**src/rtl/uart_tx_fifo_if.sv**
```systemverilog
// uart_tx_fifo_if: write-side handshake (p_data/d_valid in, fifo_full/fifo_count back) for uart_tx_fifo
interface uart_tx_fifo_if #(
  parameter int DATA_WIDTH = 8,
  parameter int ADDR_W = 3
);
  logic [DATA_WIDTH-1:0] p_data;
  logic d_valid;
  logic fifo_full;
  logic [ADDR_W:0] fifo_count;
  modport master(output p_data, d_valid, input fifo_full, fifo_count);
  modport slave(input p_data, d_valid, output fifo_full, fifo_count);
endinterface

```
**src/rtl/uart_tx_fifo.sv**
```systemverilog
// uart_tx_fifo: UART transmitter with write FIFO, bit-period divider and per-frame latched config
//   clk, rest       : rising-edge clock, asynchronous active-low reset
//   wr (slave)      : p_data/d_valid write strobe in, fifo_full/fifo_count status out
//   prescale        : bit period in clk cycles, 0 behaves as 1
//   par_en, par_typ : parity enable, 0 even / 1 odd
//   stop2           : two stop bits when set
//   tx_out, busy    : registered serial line (idle high) and frame-on-line flag
module uart_tx_fifo #(
  parameter int DATA_WIDTH = 8,
  parameter int ADDR_W = 3,
  parameter int PRESCALE_W = 6
) (
  input  logic                  clk,
  input  logic                  rest,
  uart_tx_fifo_if.slave         wr,
  input  logic [PRESCALE_W-1:0] prescale,
  input  logic                  par_en,
  input  logic                  par_typ,
  input  logic                  stop2,
  output logic                  tx_out,
  output logic                  busy
);
  localparam int DEPTH = 1 << ADDR_W;
  localparam int IW = $clog2(DATA_WIDTH);
  typedef enum logic [2:0] {IDLE, START, DATA, PARITY, STOP} state_t;
  state_t state_q, state_d;
  logic [DATA_WIDTH-1:0] mem [DEPTH];
  logic [ADDR_W-1:0] wptr_q, rptr_q;
  logic [ADDR_W:0] cnt_q;
  logic [PRESCALE_W-1:0] p_q, p_d, tim_q, tim_d;
  logic [IW-1:0] idx_q, idx_d;
  logic [DATA_WIDTH-1:0] data_q, data_d;
  logic par_en_q, par_en_d, par_typ_q, par_typ_d, stop2_q, stop2_d;
  logic tx_q, tx_d, busy_q, busy_d;
  logic push, pop, tick, last_stop, empty;
  assign empty = cnt_q == '0;
  assign push = wr.d_valid && !cnt_q[ADDR_W];
  assign tick = tim_q == p_q - 1'b1;
  // idx_q doubles as the stop-bit counter, so the second stop bit is idx_q[0]
  assign last_stop = state_q == STOP && tick && (!stop2_q || idx_q[0]);
  assign pop = !empty && (state_q == IDLE || last_stop);
  assign wr.fifo_full = cnt_q[ADDR_W];
  assign wr.fifo_count = cnt_q;
  assign tx_out = tx_q;
  assign busy = busy_q;
  always_ff @(posedge clk)
    if (push) mem[wptr_q] <= wr.p_data;
  always_ff @(posedge clk or negedge rest) begin
    if (!rest) begin
      state_q <= IDLE;
      wptr_q <= '0;
      rptr_q <= '0;
      cnt_q <= '0;
      p_q <= PRESCALE_W'(1);
      tim_q <= '0;
      idx_q <= '0;
      data_q <= '0;
      par_en_q <= 1'b0;
      par_typ_q <= 1'b0;
      stop2_q <= 1'b0;
      tx_q <= 1'b1;
      busy_q <= 1'b0;
    end else begin
      state_q <= state_d;
      wptr_q <= wptr_q + ADDR_W'(push);
      rptr_q <= rptr_q + ADDR_W'(pop);
      cnt_q <= cnt_q + (ADDR_W+1)'(push) - (ADDR_W+1)'(pop);
      p_q <= p_d;
      tim_q <= tim_d;
      idx_q <= idx_d;
      data_q <= data_d;
      par_en_q <= par_en_d;
      par_typ_q <= par_typ_d;
      stop2_q <= stop2_d;
      tx_q <= tx_d;
      busy_q <= busy_d;
    end
  end
  always_comb begin
    state_d = state_q;
    case (state_q)
      IDLE:    state_d = empty ? IDLE : START;
      START:   state_d = tick ? DATA : START;
      DATA:    state_d = tick && idx_q == IW'(DATA_WIDTH - 1) ? (par_en_q ? PARITY : STOP) : DATA;
      PARITY:  state_d = tick ? STOP : PARITY;
      STOP:    state_d = last_stop ? (empty ? IDLE : START) : STOP;
      default: state_d = IDLE;
    endcase
  end
  always_comb begin
    p_d = pop ? (prescale == '0 ? PRESCALE_W'(1) : prescale) : p_q;
    data_d = pop ? mem[rptr_q] : data_q;
    par_en_d = pop ? par_en : par_en_q;
    par_typ_d = pop ? par_typ : par_typ_q;
    stop2_d = pop ? stop2 : stop2_q;
    tim_d = (state_q == IDLE || tick) ? '0 : tim_q + 1'b1;
    idx_d = !tick ? idx_q :
            ((state_q == DATA && idx_q != IW'(DATA_WIDTH - 1)) || (state_q == STOP && !last_stop)) ? idx_q + 1'b1 : '0;
  end
  // outputs are registered from next-state values so they line up with state_q
  always_comb begin
    busy_d = state_d != IDLE;
    tx_d = state_d == START ? 1'b0 :
           state_d == DATA ? data_d[idx_d] :
           state_d == PARITY ? ^data_d ^ par_typ_d : 1'b1;
  end
endmodule

```
**src/flat_wrapper.sv**
```systemverilog
// flat-port wrapper written by rule: the top's interface ports become plain ports
module uart_tx_fifo_flat 
#(
  parameter int DATA_WIDTH = 8,
  parameter int ADDR_W = 3,
  parameter int PRESCALE_W = 6
)
  (clk, rest, prescale, par_en, par_typ, stop2, tx_out, busy, wr_p_data, wr_d_valid, wr_fifo_full, wr_fifo_count);
  uart_tx_fifo_if #(.DATA_WIDTH(DATA_WIDTH), .ADDR_W(ADDR_W)) wr_i ();
  input  logic clk;
  input  logic rest;
  input  logic [PRESCALE_W-1:0] prescale;
  input  logic par_en;
  input  logic par_typ;
  input  logic stop2;
  output logic tx_out;
  output logic busy;
  input wire logic [$bits(wr_i.p_data)-1:0] wr_p_data;
  input wire logic [$bits(wr_i.d_valid)-1:0] wr_d_valid;
  output wire logic [$bits(wr_i.fifo_full)-1:0] wr_fifo_full;
  output wire logic [$bits(wr_i.fifo_count)-1:0] wr_fifo_count;
  assign wr_i.p_data = wr_p_data;
  assign wr_i.d_valid = wr_d_valid;
  assign wr_fifo_full = wr_i.fifo_full;
  assign wr_fifo_count = wr_i.fifo_count;
  uart_tx_fifo #(.DATA_WIDTH(DATA_WIDTH), .ADDR_W(ADDR_W), .PRESCALE_W(PRESCALE_W)) u_core (.clk(clk), .rest(rest), .wr(wr_i), .prescale(prescale), .par_en(par_en), .par_typ(par_typ), .stop2(stop2), .tx_out(tx_out), .busy(busy));
endmodule
```
**config.mk**
```make
export PLATFORM = sky130hd
export DESIGN_NAME = uart_tx_fifo_flat
export DESIGN_NICKNAME = d
export VERILOG_FILES = /design/src/rtl/uart_tx_fifo_if.sv /design/src/rtl/uart_tx_fifo.sv /design/src/flat_wrapper.sv
export SDC_FILE = /design/constraint.sdc
export NUM_CORES = 1
export LEC_CHECK = 0
export ABC_CLOCK_PERIOD_IN_PS = 3550
export BUFFER_PORTS_ARGS = -buffer_cell sky130_fd_sc_hd__buf_2
export CELL_PAD_IN_SITES_DETAIL_PLACEMENT = 1
export CELL_PAD_IN_SITES_GLOBAL_PLACEMENT = 1
export CORE_UTILIZATION = 33
export DETAILED_ROUTE_END_ITERATION = 10
export HOLD_SLACK_MARGIN = 0.12
export PLACE_DENSITY = 0.58
export SLEW_MARGIN = 40
export SYNTH_ARGS = -nofsm -noshare
export SYNTH_HDL_FRONTEND = slang
export SYNTH_SLANG_ARGS = --single-unit
```
**constraint.sdc**
```tcl
create_clock -name clk -period 3.55 [get_ports clk]
set_clock_uncertainty 0.1 [all_clocks]
set_input_delay 0.71 -clock clk [delete_from_list [all_inputs] [get_ports clk]]
set_output_delay 0.71 -clock clk [all_outputs]
set_load 0.02 [all_outputs]
```
==> out/metrics.cfg, run 1 <==
[detailed_routing]
drt_first_pass_iters=4
first_iter_violations=165
ant_nets=0
avgRoutedWirePerCell_um=16.90
viasPerCell=4.871
drc=0
vias=2747
wirelength_mm=9.530

[yosys]
synth_compound_area_share_pct=6.212
synth_cell_types=53
syn-num-nets=370
ys_seq_area_share_pct=62.33
synth_top_family_by_area=multiplexers
ys.flop_type=edfxtp_1
synth_edf_count=64
async_flop_share_pct=39.05
syn_inst=336
syn-cell-area_um2=4733
yosysWarnings=0
synth-xor-area-share_pct=4.890
postSynthAreaPerCell_um2=14.09
synthSimpleGateAreaFrac_pct=8.750
muxShareOfSynthArea_pct=11.50
ys_ff_latch=105
synthAdderAreaFrac_pct=3.859

[critical_path]
crit_chain=inv_1 -> ha_1 -> nor2b_1 -> or3_1 -> a31o_2 -> o31ai_4 -> nand2_4 -> clkinv_4 -> buf_4 -> a21oi_2 -> xnor2_1 -> xnor3_1 -> a21oi_1 -> o21ba_1
critPathArrivalTime_ns=3.55
cpPeakStageDelay_ns=0.56
path_class=reg -> reg
critPathBufInv=3
slowest_stage=dfstp_2
cp-end-kind=flop
cp_top_family=compound AO/OA/AOI/OAI gates
cp.required_ns=3.74
start_kind=flop
critPathMaxFanout=12

[clock_tree]
cts_resized=0
clkLatencyLatePin_ns=0.36
clkTransAtPathRegs_ns=0.08
ctsHtreeMaxLevel=3
ctsHoldBuffers=0
cts_setup_buffers=0
clockBufferDepth=2
clock-root-buffer=clkbuf_16
clkSinkCount=105
cts_tree=built
cts_buffers=9

[power_and_ir_drop]
leakagePower_nw=2.177
pwr-share-comb_pct=39.5
p_sw_mw=1.707
ir_drop_v=0.0003369
powerDensity_nw_per_um2=885.1
p_sw_share_pct=34.94
power.total_mw=4.885
pwr-share-clk_pct=23.2
seq_power_share_pct=37.3
intPower_mw=3.178

[grt]
grt_max_degree=42
grt_pass1_vias=2934
grt_usage_pct=14.68
grt_pass1_wl_mm=15.74
grt_antenna_before_repair=0
overflow=0

[die]
core_region_area_um2=13930
die-area_um2=14830
die_h_um=121.8
start_util_pct=33.97
die_w_um=121.8
pin_count=27
num_rows=43

[timing]
clock.fmax_ghz=0.2973
period_share_pct=94.74
setup_slack_ns=0.1868
finalSetupTns_ns=0
slew_viol_final=0
rsz0062_at_grt=no
whs_ns=0.2438
setup_viol=0
layout_min_cycle_time_ns=3.363
max_slew_margin_pct=49.64
final_hold_viol_count=0
worst_pin_slew_ns=0.7489

[final_layout]
n_antenna_cell=0
syn2layout_area_growth_pct=16.60
final_cell_mix=64 x edfxtp_1, 39 x dfrtp_1, 29 x nand2_1
final_nets=413
finalNonFillerCells=564
final_common_cell=edfxtp_1
drive_gt1_share_pct=23.18

[place]
place_inst=548
dp_hpwl_mm=6.610
port-buffer-count=26
gp_congestion=0.7399
place_ws_ns=0.1125

[status]
status=completed

[hold_path]
hold_path.class=in -> async

[job]
cap_viol_max_count=0

## final timing paths
kind | start | endpoint | slack [ns] | depth (start not counted)
max | u_core.p_q[0] | u_core.tx_out | 0.19 | 14
min | rest | u_core.p_q[3] | 0.24 | 1
max reg2reg | u_core.p_q[0] | u_core.tx_out | 0.19 | 14
min reg2reg | u_core.stop2_q | u_core.stop2_q | 0.39 | 2
max in group asynchronous | rest | u_core.tx_out | 2.73 | 1
min in group clk | u_core.stop2_q | u_core.stop2_q | 0.39 | 2
## power by group through the flow
stage,sequential [mW],combinational (mW),clock [mW]
2_1_floorplan,1.81,1.47,0
3_3_place_gp,1.84,1.91,0
3_5_place_dp,1.85,1.97,0
4_1_cts,1.83,1.99,1.17
5_1_grt,1.87,2.15,1.21
6_report,1.82,1.93,1.13
## state kept, by name (all words and copies together) (netlist names)
| signal | flops |
|---|---|
| u_core.p_q | 6 |
| u_core.rptr_q | 3 |
| u_core.data_q | 8 |
| u_core.wr.fifo_count | 4 |
| u_core.mem | 64 |
| u_core.wptr_q | 3 |
| u_core.tx_out | 1 |
| u_core.state_q | 3 |
| u_core.par_typ_q | 1 |
| u_core.stop2_q | 1 |
| u_core.tim_q | 6 |
| u_core.par_en_q | 1 |
| u_core.busy | 1 |
| u_core.idx_q | 3 |
## Yosys cell counts, types with 2 or more instances
| cell type | count | area, um2 |
|---|---|---|
| nand3b_1 | 2 | 15.01 |
| o21ai_0 | 8 | 40.04 |
| nand2_1 | 29 | 108.9 |
| mux2_2 | 4 | 45.04 |
| mux2i_1 | 20 | 200.2 |
| buf_2 | 5 | 25.02 |
| dfstp_2 | 2 | 52.55 |
| a21oi_1 | 10 | 50.05 |
| dfrtp_1 | 39 | 975.9 |
| a22o_1 | 4 | 35.03 |
| ha_1 | 13 | 162.7 |
| inv_1 | 15 | 56.30 |
| nor2b_1 | 4 | 25.02 |
| o31ai_1 | 2 | 15.01 |
| a21oi_2 | 2 | 17.52 |
| mux4_2 | 12 | 270.3 |
| or3_1 | 2 | 12.51 |
| nor2_1 | 27 | 101.4 |
| a31oi_1 | 4 | 25.02 |
| nand2b_1 | 3 | 18.77 |
| nor3_1 | 6 | 30.03 |
| nand3_1 | 5 | 25.02 |
| xnor2_1 | 12 | 105.1 |
| xor2_1 | 10 | 87.58 |
| edfxtp_1 | 64 | 1922 |
| clkbuf_1 | 5 | 18.77 |
## cells by family after synthesis
family | after synthesis
fa+ha+maj | 14
simple gates | 87
compound gates | 41
mux | 38
buf+inv | 27
flops | 105
xor+xnor | 24
## per-stage QoR
stage | utilization, % | area [um2]
2_1_floorplan | - | 4735
3_3_place_gp | 37.16 | 5177
3_5_place_dp | 37.17 | 5180
4_1_cts | 39.61 | 5519
5_1_grt | 39.61 | 5519
6_report | 39.61 | 5519
## metal layers
metal	wire length [um]	track usage [%]	up-vias	part of all wire, %
li1	-	-	1305	-
met2	4956	25.64	31	52
met5	0	0	-	0
met1	4163	17.16	1400	44
met4	137	5.556	0	1.4
met3	273	3.839	11	2.9
## area by class of cell
cell class,count,area [um2]
clock inverters,7,113.9
well taps,180,225.2
multi-input cells,204,1667
inverters,16,65.06
clock buffers,9,225.2
fillers,1441,8416
repair buffers,43,272.8
flip-flops and latches,105,2950
Power figures use the tool's default switching activity.
==> run 2, diff against run 1 <==
CORE_ASPECT_RATIO = 0.75   (was not set)
==> run 2 against run 1 <==
Effect of this change: via count is 0.55% higher; worst setup slack worse by 0.0081 ns; non-clock buffer count stayed put; sequential share of layout area is 0.42 points higher; register-to-register slack hardly changed; first-iteration DRC count is 34% lower; power is 2.2% lower; critical endpoint unchanged; largest power group unchanged; highest routed layer unchanged.
==> out/metrics.cfg, run 2 (synthesis gave the netlist of run 1 again) <==
[final_layout]
drive_gt1_share_pct=23.18  ; unchanged
syn2layout_area_growth_pct=15.70
final_nets=413  ; unchanged
final_cell_mix=64 x edfxtp_1, 39 x dfrtp_1, 29 x nand2_1
finalNonFillerCells=559  ; -0.89%
reg.largest.list=u_core.mem: 64 flops, u_core.data_q: 8 flops
largest_reg_flops=64  ; unchanged
top_register=u_core.mem
final_common_cell=edfxtp_1
n_antenna_cell=0  ; unchanged

[detailed_routing]
vias=2762  ; +0.55%
avgRoutedWirePerCell_um=17.91  ; +6.0%
drt_first_pass_iters=4  ; unchanged
first_iter_violations=109  ; -34%
ant_nets=0  ; unchanged
drc=0  ; unchanged
wirelength_mm=10.01  ; +5.0%
viasPerCell=4.941  ; +1.4%

[clock_tree]
clkLatencyLatePin_ns=0.35  ; about the same
cts_tree=built
ctsHoldBuffers=0  ; unchanged
clkTransAtPathRegs_ns=0.08  ; about the same
cts_buffers=9  ; unchanged
clock-root-buffer=clkbuf_16
ctsHtreeMaxLevel=3  ; unchanged
cts_setup_buffers=0  ; unchanged
clkSinkCount=105  ; unchanged
clockBufferDepth=2  ; unchanged

[power_and_ir_drop]
powerDensity_nw_per_um2=872.3  ; -1.4%
leakagePower_nw=2.159  ; -0.80%
ir_drop_v=0.0003635  ; +7.9%

[timing]
setup_viol=0  ; unchanged
rsz0062_at_grt=no
period_share_pct=94.97  ; +0.23 points
finalSetupTns_ns=0  ; unchanged
slew_viol_final=0  ; unchanged
layout_min_cycle_time_ns=3.371  ; +0.008105 ns
max_slew_margin_pct=50.67  ; +1.0 points
worst_pin_slew_ns=0.7337  ; -0.01523 ns
clock.fmax_ghz=0.2966  ; -0.24%
final_hold_viol_count=0  ; unchanged

[die]
die_h_um=105.7  ; -13%
die_w_um=140.3  ; +15%
start_util_pct=34.20  ; +0.23 points
core_region_area_um2=13840  ; -0.66%
die-area_um2=14830  ; about the same
pin_count=27  ; unchanged
num_rows=37  ; -14%

[critical_path]
critPathMaxFanout=10  ; -2
r2r-start=u_core.p_q[0]
reg2reg_depth=13  ; -1
critPathLaunch=u_core.p_q[0]
rr_endpoint=u_core.tx_out
r2r_setup_slack_ns=0.18  ; about the same
cp.required_ns=3.73  ; about the same
path_class=reg -> reg
critPathArrivalTime_ns=3.55  ; about the same
cp-end-kind=flop
start_kind=flop

[grt]
grt_max_degree=42  ; unchanged
grt_antenna_before_repair=0  ; unchanged
grt_pass1_wl_mm=16.40  ; +4.2%
overflow=0  ; unchanged
grt_pass1_vias=2926  ; -0.27%
grt_usage_pct=14.83  ; +0.15 points

[place]
dp_hpwl_mm=6.851  ; +3.6%
gp_congestion=0.7512  ; +1.5%
port-buffer-count=26  ; unchanged
place_inst=543  ; -0.91%

[hold_path]
hold_path.class=in -> async

[status]
status=completed

[job]
cap_viol_max_count=0  ; unchanged

==> run 2: cell count changes in the layout (fill, tap and decap cells not counted), sizes merged <==
| cell | delta |
|---|---|
| clkinv | +3 |
| bufinv | -2 |
| inv | -1 |
==> run 2: final cells by class <==
class	instances	area, um2
Clock buffer	9	225.2
Clock inverter	7	86.33
Fill cell	1432	8366
Inverter	16	65.06
Multi-Input combinational cell	204	1667
Sequential cell	105	2950
Tap cell	175	219.0
Timing Repair Buffer	43	264.0
==> run 2: per-stage QoR <==
| stage | util [%] | cell area, um2 | worst slack [ns] | total power [mW] | hold WS, ns |
|---|---|---|---|---|---|
| final | 39.56 | 5477 | 0.1786 | 4.777 | 0.2482 |
| after global routing | 39.56 | 5477 | 0.008810 | 5.100 | 0.2886 |
| after CTS | 39.54 | 5473 | 0.1239 | 4.849 | 0.2694 |
| after detailed placement | 37.29 | 5161 | 0.1401 | 3.801 | 0.3785 |
| after global placement | 37.27 | 5159 | 0.2183 | 3.748 | 0.3734 |
| after floorplan | - | 4735 | 0.1261 | 3.272 | 0.3144 |
==> run 2: power by group <==
group,internal [mW],switching (mW),leakage (nW)
Sequential,1.59,0.242,1.07
Clock,0.510,0.511,0.153
Combinational,0.926,0.996,0.932
Total,3.03,1.75,2.16
==> run 2: worst max-delay path by stage <==
stage | to | depth (start not counted)
2_1_floorplan | u_core.wr.fifo_count[3] | 15
3_3_place_gp | u_core.tx_out | 13
3_5_place_dp | u_core.tx_out | 13
4_1_cts | u_core.tx_out | 13
5_1_grt | u_core.tx_out | 14
6_report | u_core.tx_out | 13
==> run 2: critical path, cell delays in order, from the launching register on <==
cell and delay [ns]:
dfstp_2 0.56, inv_1 0.06, ha_1 0.23, nor2b_1 0.14, or3_1 0.35, a31o_2 0.28
o31ai_4 0.25, nand2_4 0.09, clkinv_4 0.11, mux2_4 0.34, xnor2_2 0.14, xnor3_1 0.33
a21oi_1 0.15, o21ba_1 0.17
==> run 2: routing by layer <==
metal	part of all wire (%)	vias to the layer above	GRT usage, %	routed length [um]
li1	-	1312	-	-
met1	54	1409	22.19	5413
met2	43	31	21.89	4282
met3	2.4	10	3.271	242
met4	0.71	0	3.061	71
met5	0	-	0	0
==> run 2: repair_timing <==
action,4_1_cts,5_1_grt
gates resized for setup,0,1
endpoints found under the setup margin,0,1
hold endpoints to repair,0,0
